`src/rtl/imem_responder.sv`:
```
// rtl/imem_responder.sv - word-organised instruction store answering fetch after WAIT_STATES extra cycles
// Defining IMEM_FAULT_EN adds fault_F for misaligned or out-of-range fetch addresses.
module imem_responder #(
   parameter int N_WORDS     = 64,
   parameter int WAIT_STATES = 1,
   localparam int IW         = $clog2(N_WORDS)
) (
   input  logic          clk,
   input  logic          reset,
   input  logic [63:0]   imem_addr_F,
   output logic [31:0]   instr_F,
   output logic          instr_valid_F,
   output logic          stall_F,
`ifdef IMEM_FAULT_EN
   output logic          fault_F,
`endif
   input  logic          load_en,
   input  logic [IW-1:0] load_idx,
   input  logic [31:0]   load_data
);

   localparam logic [1:0] S_IDLE   = 2'd0;
   localparam logic [1:0] S_ACCESS = 2'd1;
   localparam logic [1:0] S_DONE   = 2'd2;
   localparam logic [3:0] WS       = 4'(WAIT_STATES);

   logic [31:0]   mem_q [N_WORDS];
   logic [1:0]    state_q, state_d;
   logic [63:0]   cur_addr_q, cur_addr_d;
   logic [3:0]    cnt_q, cnt_d;
   logic [31:0]   instr_q, instr_d;
   logic          valid_q, valid_d;
   logic          addr_match;
   logic [IW-1:0] cur_idx;

`ifdef IMEM_FAULT_EN
   logic fault_q, fault_d;
   logic access_fault;
   assign access_fault = (cur_addr_q[1:0] != 2'b00) || (cur_addr_q[63:IW+2] != '0);
   assign fault_F      = fault_q;
`endif

   assign addr_match    = (imem_addr_F == cur_addr_q);
   assign cur_idx       = cur_addr_q[IW+1:2];
   assign instr_F       = instr_q;
   assign instr_valid_F = valid_q;
   assign stall_F       = reset || !((state_q == S_DONE) && addr_match);

   always_comb begin
      state_d    = state_q;
      cur_addr_d = cur_addr_q;
      cnt_d      = cnt_q;
      instr_d    = instr_q;
      valid_d    = valid_q;
`ifdef IMEM_FAULT_EN
      fault_d    = fault_q;
`endif
      case (state_q)
         S_IDLE: begin
            cur_addr_d = imem_addr_F;
            cnt_d      = WS;
            state_d    = S_ACCESS;
            valid_d    = 1'b0;
         end
         S_ACCESS: begin
            // A new address aborts the access; its data is never shown.
            if (!addr_match) begin
               cur_addr_d = imem_addr_F;
               cnt_d      = WS;
            end else if (cnt_q != 4'd0) begin
               cnt_d = cnt_q - 4'd1;
            end else begin
               state_d = S_DONE;
               valid_d = 1'b1;
               instr_d = mem_q[cur_idx];
`ifdef IMEM_FAULT_EN
               fault_d = access_fault;
               if (access_fault) instr_d = 32'h0;
`endif
            end
         end
         S_DONE: begin
            if (!addr_match) begin
               cur_addr_d = imem_addr_F;
               cnt_d      = WS;
               state_d    = S_ACCESS;
               valid_d    = 1'b0;
`ifdef IMEM_FAULT_EN
               fault_d    = 1'b0;
`endif
            end
         end
         default: state_d = S_IDLE;
      endcase
   end

   always_ff @(posedge clk) begin
      if (reset) begin
         state_q    <= S_IDLE;
         cur_addr_q <= 64'h0;
         cnt_q      <= 4'd0;
         instr_q    <= 32'h0;
         valid_q    <= 1'b0;
`ifdef IMEM_FAULT_EN
         fault_q    <= 1'b0;
`endif
      end else begin
         state_q    <= state_d;
         cur_addr_q <= cur_addr_d;
         cnt_q      <= cnt_d;
         instr_q    <= instr_d;
         valid_q    <= valid_d;
`ifdef IMEM_FAULT_EN
         fault_q    <= fault_d;
`endif
      end
   end

   // Store writes ignore reset so a boot loader can fill it while reset is held.
   always_ff @(posedge clk) begin
      if (load_en) mem_q[load_idx] <= load_data;
   end

endmodule
```
`config.mk`:
```
export PLATFORM = sky130hd
export DESIGN_NAME = imem_responder
export DESIGN_NICKNAME = d
export VERILOG_FILES = /design/src/rtl/imem_responder.sv
export SDC_FILE = /design/constraint.sdc
export NUM_CORES = 2
export LEC_CHECK = 0
export ABC_AREA = 1
export CAP_MARGIN = 20
export CORE_MARGIN = 5
export CORE_UTILIZATION = 56
export DETAILED_ROUTE_END_ITERATION = 16
export HOLD_SLACK_MARGIN = 0.03
export PLACE_DENSITY = 0.75
export SETUP_SLACK_MARGIN = 0.2
export SLEW_MARGIN = 10
export SYNTH_ARGS = -nofsm -noshare
export SYNTH_HDL_FRONTEND = slang
export SYNTH_SLANG_ARGS = --single-unit
export TNS_END_PERCENT = 20
```
`constraint.sdc`:
```
create_clock -name clk -period 5.08 [get_ports clk]
set_input_delay 1.016 -clock clk [delete_from_list [all_inputs] [get_ports clk]]
set_output_delay 1.016 -clock clk [all_outputs]
set_load 0.01 [all_outputs]
```
==> flow_metrics.tcl <==
set metrics [dict create \
    path_class "register to output pin" \
    routedWlPerCell_um 24.77 \
    die_h_um 401.4 \
    yosys.cell_count.top_type "edfxtp_1" \
    start_kind "register" \
    cts_buffers 201 \
    leakage_uw 0.03225 \
    synthCells 7003 \
    cts_buffer_depth 3 \
    synth_top_cells_by_count "edfxtp_1, nor2_1, o21ai_0" \
    hold_violations 0 \
    first_iter_violations 7976 \
    hold_buffers 0 \
    antenna_found_initial 8 \
    dieArea_um2 161100 \
    cts_tree "done" \
    drv_slew 0 \
    timing.hold.ws_ns 0.4737 \
    cpMostUsedCell "nand2_1" \
    synth_top_area_share_pct 71.69 \
    die_width_um 401.4 \
    fin_setup_tns_ns 0 \
    drt-pass1-iter-count 6 \
    grt_pass1_wl_mm 340.4 \
    postCtsSetupRepairBufs 0 \
    rsz0062_at_grt "false" \
    p_per_area_nw_per_um2 394.6 \
    ant_nets 0 \
    cpMaxStageDelayCell "dfxtp_4" \
    clkTransAtPathRegs_ns 0.06 \
    cp_max_fo 77 \
    ir_drop_mv 0.3850 \
    nFillCells 10950 \
    clock_latency_ns 0.83 \
    drv_cap 0 \
    drive_gt1_share_pct 8.350 \
    outcome "completed" \
    endpoint_kind "output pin" \
    finalInstanceArea_um2 96080 \
    postPlaceCellArea_um2 89340 \
    place_hpwl_mm 120.0 \
    yosys_warnings 0 \
    crit_arrival_ns 3.51 \
    fin_crit_ns 4.524 \
    ioPinCount 139 \
    hp-class "register to register" \
    port_buffers 138 \
    grt.total_usage_pct 27.60 \
    drc 0 \
    grt_overflow 0 \
    start_util_pct 56.40 \
    yosysSeqAreaShare_pct 74.10 \
    finalCritPeriodShare_pct 89.05 \
    slew-limit-headroom_pct 21.98 \
    synth.ff_latch_count 2151 \
    htreeDepth 4 \
    gp_congestion 0.8442 \
    dominantRegCellSynth "edfxtp_1" \
    area_growth_pct 12.01 \
    fmax_mhz 221.1 \
    drt_wl_total_mm 228.7 \
    crit_chain "inv_8 -> nand2_1 -> nand2_1 -> nor2_1 -> nand2_1 -> nor2_1 -> nand2_1 -> nor2_4 -> nand2_4 -> inv_2 -> nand3_1 -> clkdlybuf4s50_1" \
    clock-sinks 2151 \
    rows 143 \
    via_per_inst 6.282 \
    cp.required_ns 4.06 \
    grt_max_degree 202 \
    finalSetupViolCount 0 \
    clock_skew_ns 0.02984 \
    worstMarginPinSlew_ns 1.170 \
    cts_root_buf "clkbuf_16" \
    grt_pass1_vias 56020 \
    yosys.area.top_type "edfxtp_1" \
    synth.distinct_cells 33 \
    synth_area_leaders "edfxtp_1, o21ai_0, nor2_1, nand2_1, o22ai_1" \
    synth_edf_count 2048 \
    synthesis.nets 7113 \
    syn_avg_cell_area_um2 12.25 \
    fin_util_pct 63.18 \
    cts-resized-gates 0 \
    fin_nets 7137 \
    netlist_area_um2 85780 \
    core_area_um2 152100 \
    slowest_delay_ns 0.67 \
    async_flop_share_pct 0 \
    vias 57990 \
]
==> path summary, 6_finish.rpt <==
check | from | endpoint | slack, ns | cells past startpoint
setup reg to reg | cur_addr_q[5] | instr_F[16] | 1.61 | 10
hold reg to reg | cur_addr_q[32] | cur_addr_q[32] | 0.47 | 2
hold / removal | cur_addr_q[32] | cur_addr_q[32] | 0.47 | 2
setup / recovery | cur_addr_q[4] | stall_F | 0.56 | 12
==> power by group <==
part / leakage, uW / total (uW) / internal [uW] / switching, uW
Combinational: 0.00981 / 3370 / 918 / 2450
Clock: 0.00316 / 14900 / 8510 / 6370
Sequential: 0.0193 / 19700 / 19600 / 98.4
==> per-layer routing <==
layer	track usage, %	vias up	share of wire (%)
met3	6.267	575	12
met5	0	-	0.024
met1	37.01	28270	37
met2	43.73	3648	47
met4	12.28	8	4.4
li1	-	25490	-
==> per-stage QoR <==
stage / worst slack, ns / total power (uW) / instances
5_1_grt: 0.3782 / 39070 / 9229
6_report: 0.5564 / 37920 / 9231
3_3_place_gp: 0.9292 / 23220 / 8842
3_5_place_dp: 0.9261 / 23310 / 8843
2_1_floorplan: -0.06599 / 22060 / 7003
4_1_cts: 0.4987 / 37960 / 9217
==> placed cells by master, fill, tap and decap left out, types with 52 or more instances in the layout <==
master	count
nand2_1	947
dfxtp_1	97
nor2_4	58
nand3_1	550
o22ai_1	480
clkdlybuf4s50_1	105
buf_4	139
clkbuf_1	52
nor2_1	1074
a21oi_1	82
inv_1	90
o21ai_0	985
clkbuf_16	207
edfxtp_1	2048
==> kinds of logic (layout without fill, tap and decap cells) <==
group | count (synthesis) | in the layout | share of synthesized area (%)
AO/OA/AOI/OAI | 1565 | 1565 | 9.879
XOR/XNOR | 21 | 21 | 0.2144
adder cells (fa/ha/maj) | 5 | 5 | 0.07293
buffers and inverters | 587 | 782 | 2.989
flip-flops | 2151 | 2151 | 74.10
other | 0 | 3 | 0
AND/OR/NAND/NOR | 2674 | 2674 | 12.75
==> worst max-delay path: cells and delay by family (launching register included) <==
kind / cells / cell delay (ns)
AND/OR/NAND/NOR: 9 / 1.03
flip-flops: 1 / 0.67
buffers and inverters: 3 / 0.96
==> registers in the layout, summed over array words and instances (netlist names) <==
register	cells
cnt_q	4
instr_valid_F	1
mem_q	2048
cur_addr_q	64
state_q	2
instr_F	32
==> layout make-up <==
class | instances | area (um2) | share of cell area, %
Antenna cell | 3 | 7.507 | 0.007813
Clock buffer | 269 | 5513 | 5.738
Clock inverter | 105 | 996.0 | 1.037
Inverter | 98 | 400.4 | 0.4167
Multi-Input combinational cell | 4265 | 20130 | 20.95
Sequential cell | 2151 | 63580 | 66.17
Tap cell | 2030 | 2540 | 2.644
Timing Repair Buffer | 310 | 2920 | 3.039
No activity file was read; power rests on OpenSTA's default activity.
